File: src/rtl/slt_pkg.sv
// Shared constants for the set-less-than block: default operand width and
// the encoding of the compare-mode select input.
package slt_pkg;

    localparam int SLT_WIDTH_DEFAULT = 32;

    localparam logic MODE_SIGNED   = 1'b0;
    localparam logic MODE_UNSIGNED = 1'b1;

endpackage

File: src/rtl/slt_cmp.sv
// WIDTH-bit subtractor producing both the signed and unsigned less-than flags
// for X - Y. The subtraction is done one bit wider so the borrow is explicit.
module slt_cmp #(
    parameter int WIDTH = 32
) (
    input  logic [WIDTH-1:0] x_i,
    input  logic [WIDTH-1:0] y_i,
    output logic             lt_s_o,
    output logic             lt_u_o
);

    logic [WIDTH:0]    diff_ext;
    logic signed [WIDTH-1:0] diff;
    logic              ovf;

    // Subtract, then derive two's-complement overflow and borrow-based flags.
    always_comb begin
        diff_ext = {1'b0, x_i} - {1'b0, y_i};
        diff     = $signed(diff_ext[WIDTH-1:0]);
        // Overflow only when operand signs differ and the result sign differs from X.
        ovf      = (x_i[WIDTH-1] ^ y_i[WIDTH-1]) & (x_i[WIDTH-1] ^ diff[WIDTH-1]);
        lt_s_o   = diff[WIDTH-1] ^ ovf;
        lt_u_o   = diff_ext[WIDTH];
    end

endmodule

File: src/rtl/slt.sv
// Set-less-than: combinational compare result plus a registered copy with a
// valid flag. Build option SLT_UNSIGNED_EN enables the unsigned_i mode select;
// without it the compare is always signed and unsigned_i is ignored.
module slt
    import slt_pkg::*;
#(
    parameter int WIDTH = SLT_WIDTH_DEFAULT
) (
    input  logic             clk,
    input  logic             rst,
    input  logic [WIDTH-1:0] X,
    input  logic [WIDTH-1:0] Y,
    input  logic             unsigned_i,
    input  logic             in_valid,
    output logic [WIDTH-1:0] result,
    output logic [WIDTH-1:0] result_q,
    output logic             valid_q
);

    logic             lt_s;
    logic             lt_u;
    logic             lt_sel;
    logic [WIDTH-1:0] result_d;
    logic             valid_d;

    slt_cmp #(.WIDTH(WIDTH)) u_cmp (
        .x_i    (X),
        .y_i    (Y),
        .lt_s_o (lt_s),
        .lt_u_o (lt_u)
    );

`ifdef SLT_UNSIGNED_EN
    // Pick the flag matching the requested compare mode.
    always_comb begin
        lt_sel = (unsigned_i == MODE_UNSIGNED) ? lt_u : lt_s;
    end
`else
    logic unused_mode;
    assign unused_mode = unsigned_i ^ lt_u;

    // Signed-only build: the mode input has no effect.
    always_comb begin
        lt_sel = lt_s;
    end
`endif

    // Zero-extend the one-bit flag; independent of rst.
    always_comb begin
        result    = '0;
        result[0] = lt_sel;
    end

    // Capture on valid input, otherwise hold the result and drop valid.
    always_comb begin
        result_d = result_q;
        valid_d  = 1'b0;
        if (in_valid) begin
            result_d = result;
            valid_d  = 1'b1;
        end
    end

    // Output register; asynchronous reset clears any pending capture.
    always_ff @(posedge clk or posedge rst) begin
        if (rst) begin
            result_q <= '0;
            valid_q  <= 1'b0;
        end else begin
            result_q <= result_d;
            valid_q  <= valid_d;
        end
    end

endmodule

File: config.mk
export PLATFORM = sky130hd
export DESIGN_NAME = slt
export DESIGN_NICKNAME = d
export VERILOG_FILES = /design/src/rtl/slt_pkg.sv /design/src/rtl/slt_cmp.sv /design/src/rtl/slt.sv
export SDC_FILE = /design/constraint.sdc
export NUM_CORES = 1
export LEC_CHECK = 0
export ABC_CLOCK_PERIOD_IN_PS = 5750
export BUFFER_PORTS_ARGS = -buffer_cell sky130_fd_sc_hd__buf_4
export CAP_MARGIN = 20
export CORE_ASPECT_RATIO = 1.5
export CORE_MARGIN = 1
export CORE_UTILIZATION = 40
export DETAILED_ROUTE_END_ITERATION = 12
export HOLD_SLACK_MARGIN = 0.15
export MAX_ROUTING_LAYER = met4
export PLACE_DENSITY = 0.95
export SYNTH_ARGS = -nofsm -noshare
export SYNTH_HDL_FRONTEND = slang
export SYNTH_SLANG_ARGS = --single-unit
File: constraint.sdc
create_clock -name clk -period 5.75 [get_ports clk]
set_input_delay 0.575 -clock clk [delete_from_list [all_inputs] [get_ports clk]]
set_output_delay 0.575 -clock clk [all_outputs]
set_load 0.02 [all_outputs]
* Word-level counts from Yosys, hierarchy flattened
Cells that the tools add are included.
** Operators by class
- Add/subtract/negate cells :: 1
- Multiplexer cells :: 1
- Bitwise operators :: 4
** Operator list (count)
- $sub 32x32->32 :: 1
- $xor 1x1->1 :: 3
- $and 1x1->1 :: 1
- $mux 1 :: 1
** Storage, ports and cells
- Flip-flop bits (word level) :: 2
- Bits of input ports :: 68
- Output and inout bits :: 65
- Logic and storage cells :: 8

* Longest topological paths before layout
- Depth after elaboration :: 4
- Mapped depth :: 9
- Depth with buffers taken out :: 9

* Hierarchy
From an unflattened synthesis, not the netlist that was laid out.
** Second synthesis, totals
- Cell total of the unflattened synthesis :: 176
- Area, all modules :: 1358.8 µm²
** By module, submodules not included
- slt_cmp :: times used 1, cells an instance 108, area an instance 813.3 µm², sequential area each 0.0 µm²
- slt :: times used 1, cells an instance 68, area an instance 545.5 µm², sequential area each 50.0 µm²

* Least setup slack after synthesis
Ideal clock, no wire load.
- Path type :: input to output
- Start :: input port Y[6]
- End :: output port result[0]
- Arrival :: 2059 ps
- Required time :: 5175 ps
- Path slack :: 3116 ps
- Stages :: 9
- Buffers on the path :: 1
- Path through :: inv_1 ha_1 nand2_1 o21ai_1 a21oi_1 o41ai_2 a21oi_1 fa_1 buf_4
** Between the ends
- Longest elaborated chain between the ends :: 4
** Ends and longest elaborated chain
- start: declaration :: RTL line slt.sv:12 : input logic [WIDTH-1:0] Y,
- $sub 32x32->32 * :: RTL line slt_cmp.sv:18 : diff_ext = {1'b0, x_i} - {1'b0, y_i};
- $xor 1x1->1 :: RTL line slt_cmp.sv:21 : ovf = (x_i[WIDTH-1] ^ y_i[WIDTH-1]) & (x_i[WIDTH-1] ^ diff[WIDTH-1]);
- $and 1x1->1 :: RTL line slt_cmp.sv:21
- $xor 1x1->1 * :: RTL line slt_cmp.sv:22 : lt_s_o = diff[WIDTH-1] ^ ovf;
- end: declaration :: RTL line slt.sv:15 : output logic [WIDTH-1:0] result,
Mark *: on every way between the ends. The rest lies on a longest branch, timed or not.

* Worst setup path after layout
- Start :: input port X[2]
- End :: output port result[0]
** Between the ends
- Longest elaborated chain between the ends :: 4
** Ends and longest elaborated chain
- start: declaration :: RTL line slt.sv:11 : input logic [WIDTH-1:0] X,
- $sub 32x32->32 * :: RTL line slt_cmp.sv:18
- $xor 1x1->1 :: RTL line slt_cmp.sv:21
- $and 1x1->1 :: RTL line slt_cmp.sv:21
- $xor 1x1->1 * :: RTL line slt_cmp.sv:22
Marks and branches as above.

==> flow_summary.toml <==
[outcome]
status = "finished, final reports clean"

[sta]
post-route-period-util_pct = 49.8
grt_setup_unrepaired = "no"
finalMaxSlewViolations = 0
final.setup_skew_ps = 0
setup_viol = 0
maxClockFrequency_mhz = 349
timing.final.crit_period_ps = 2860
hold_viol = 0
post_route_setup_tns_ps = 0

[die]
core_area_mm2 = 0.00316
die_width_um = 49.3
die_h_um = 72.9
core.rowCount = 25
die_footprint_mm2 = 0.00359
io-pin-count = 133
start_util_pct = 42.4

[worst_setup_path]
critPathLaunchType = "input pin"
crit_type = "in -> out"
startpoint = "X[2]"
reg2reg_depth = 1
worstReg2RegEnd = "result_q[0]"
crit_required_ps = 5180
ff2ff_setup_slack_ps = 4990
timing.critical_path.fanout_max = 2
setup.worst_path.end = "result[0]"
critPathArrivalTime_ps = 2290
endpoint_kind = "output pin"
worst_r2r_startpoint = "result_q[0]"

[synth]
synth_top_cells_by_area = "sky130_fd_sc_hd__buf_4, sky130_fd_sc_hd__ha_1, sky130_fd_sc_hd__inv_1, sky130_fd_sc_hd__a21oi_1, sky130_fd_sc_hd__dfrtp_1"
synth.largest_area_cell = "sky130_fd_sc_hd__buf_4"
synth_top_cells_by_count = "sky130_fd_sc_hd__buf_4, sky130_fd_sc_hd__inv_1, sky130_fd_sc_hd__ha_1, sky130_fd_sc_hd__a21oi_1, sky130_fd_sc_hd__nand2_1"
yosys_warning_count = 0
share_of_flip_flops_with_an_asynchronous_set_or_reset_pct = 100
synth-edff-count = 0
mappedNetlistArea_mm2 = 0.00134
synth_most_common_cell = "sky130_fd_sc_hd__buf_4"
syn_inst = 181
synth_area_per_cell_um2 = 7.40
synth_top_area_share_pct = 35.3
netlist-cell-type-count = 22
ys_seq_elements = 2
flip_flop_cell_with_the_highest_count_after_synthesis = "sky130_fd_sc_hd__dfrtp_1"
synth-seq-area-share_pct = 3.73

[detailed_routing]
drt-pass1-iter-count = 2
wl_met3_um = 214
num_vias = 1172
drc = 0
route.detailed.vias_per_inst = 4.03
drt_first_iter_violations = 10
m1WireLength_um = 804
postRouteAntennaNets = 0
drt-total-wl_mm = 2.62
top_layer = "met4"
met2WireLength_mm = 1.59
route.detailed.wl_per_inst_um = 9.00

[clock_tree]
clock_sinks = 2
clk_pin_slew_worst_setup_hold_paths_ps = 30
post_cts_hold_buffer_count = 0
buffers_inserted_during_post_cts_setup_optimization = 0
library_cell_used_as_clock_root_buffer = "sky130_fd_sc_hd__clkbuf_8"
cts_max_level = 1
cts-resized-gates = 0
cts_made_buffers = 3
cts_max_path_buffers = 2
clk-insertion-delay-late_ps = 220
tritoncts = "yes"

[layout]
fin_nets = 352
nFillCells = 313
multi_input_area_um2 = 926
sequential_cell_area_um2 = 50.0
n_antenna_cell = 0
area_growth_syn_to_layout_pct = 27.3
final_layout_size_suffix_gt1_share_pct = 31.5

[placed_design]
finalWeightedCongestion = 0.695
portBuffers = 69
hpwl_mm = 2.37

[pwr]
max-vdd-ir-drop_mv = 0.163
p_per_area_mw_per_mm2 = 119
p_leak_nw = 1.09
p_total_mw = 0.203

[job]
number_of_max_capacitance_violations_reported = 0

[global_route]
grt_remaining_overflow = 0
grt_max_degree = 4
initial_antenna_violation_count = 0
grt_pass1_vias = 1048
wire_length_of_the_first_global_routing_pass_mm = 3.83
grt_use_total_pct = 14.2

[min_path]
hold_path.class = "in -> async"
==> metrics by stage <==
step | instance area [µm²] | util (%) | hold WS, ps | setup slack (ps) | std cells
after global routing | 1710 | 54.0 | 228 | 2780 | 291
final | 1710 | 54.0 | 217 | 2890 | 291
after detailed placement | 1660 | 52.7 | 442 | 2870 | 288
after global placement | 1660 | 52.7 | 440 | 2890 | 288
after CTS | 1710 | 54.0 | 217 | 2860 | 291
after floorplan | 1570 | - | 316 | 3120 | 242
==> critical path: stages <==
cell and delay, ps:
sky130_fd_sc_hd__buf_4 110, sky130_fd_sc_hd__ha_1 280, sky130_fd_sc_hd__nand2_1 70, sky130_fd_sc_hd__o21ai_2 110, sky130_fd_sc_hd__a21oi_1 80, sky130_fd_sc_hd__o41ai_2 350
sky130_fd_sc_hd__a21oi_1 120, sky130_fd_sc_hd__fa_1 420, sky130_fd_sc_hd__buf_4 180
==> layout by cell type, fill, tap and decap left out <==
cell type	synthesis	routed
sky130_fd_sc_hd__inv_1	32	32
sky130_fd_sc_hd__nor2b_1	1	1
sky130_fd_sc_hd__a21oi_1	15	15
sky130_fd_sc_hd__a21oi_2	2	2
sky130_fd_sc_hd__o211ai_1	1	1
sky130_fd_sc_hd__conb_1	1	62
sky130_fd_sc_hd__nor2_1	5	5
sky130_fd_sc_hd__buf_4	63	69
sky130_fd_sc_hd__ha_1	30	30
sky130_fd_sc_hd__fa_1	1	1
sky130_fd_sc_hd__o21ai_1	2	2
sky130_fd_sc_hd__nand3_1	1	1
sky130_fd_sc_hd__clkbuf_8	0	3
sky130_fd_sc_hd__o41ai_2	1	1
sky130_fd_sc_hd__nor2b_4	1	1
sky130_fd_sc_hd__dfrtp_1	2	2
sky130_fd_sc_hd__mux2_2	1	1
sky130_fd_sc_hd__o21ai_2	1	1
sky130_fd_sc_hd__a221oi_2	1	1
sky130_fd_sc_hd__nand4_1	1	1
sky130_fd_sc_hd__o21ai_0	4	4
sky130_fd_sc_hd__nand2_1	13	13
sky130_fd_sc_hd__and4_1	2	2
==> worst min-delay path by stage <==
stage               start          end  slack (ps)  depth (start not counted)
floorplan             rst  result_q[0]         320                          1
global placement      rst  result_q[0]         440                          2
detailed placement    rst  result_q[0]         440                          2
CTS                   rst  result_q[0]         220                          2
global route          rst      valid_q         230                          2
finish                rst  result_q[0]         220                          2
==> kinds of logic after synthesis <==
kind of cell | count (synthesis) | synth area share (%)
simple gates | 24 | 8.68
fa+ha+maj | 31 | 29.5
mux | 1 | 0.840
compound gates | 27 | 12.7
other cells | 1 | 0.280
flops | 2 | 3.73
buf+inv | 95 | 44.3
==> state kept, by name (all words and copies together), names as in the netlist <==
signal / cells
result_q: 1
valid_q: 1
==> metal layers <==
layer	global-route usage (%)	vias to the layer above
li1	-	595
met1	11.3	500
met2	31.2	75
met3	1.67	2
met4	4.90	0
met5	-	-
==> layout make-up <==
type	instances	area share, %
tap	40	2.93
multi-input combinational	145	54.3
clock buffer	3	2.42
timing repair buffer	69	30.4
sequential	2	2.93
inverter	32	7.04
==> power breakdown <==
part | switching [mW] | internal [mW] | total [mW]
registers | 0.000807 | 0.0157 | 0.0165
logic | 0.0746 | 0.0544 | 0.129
clock network | 0.0129 | 0.0444 | 0.0573
total | 0.0883 | 0.115 | 0.203
No activity file was read; power rests on OpenSTA's default activity.
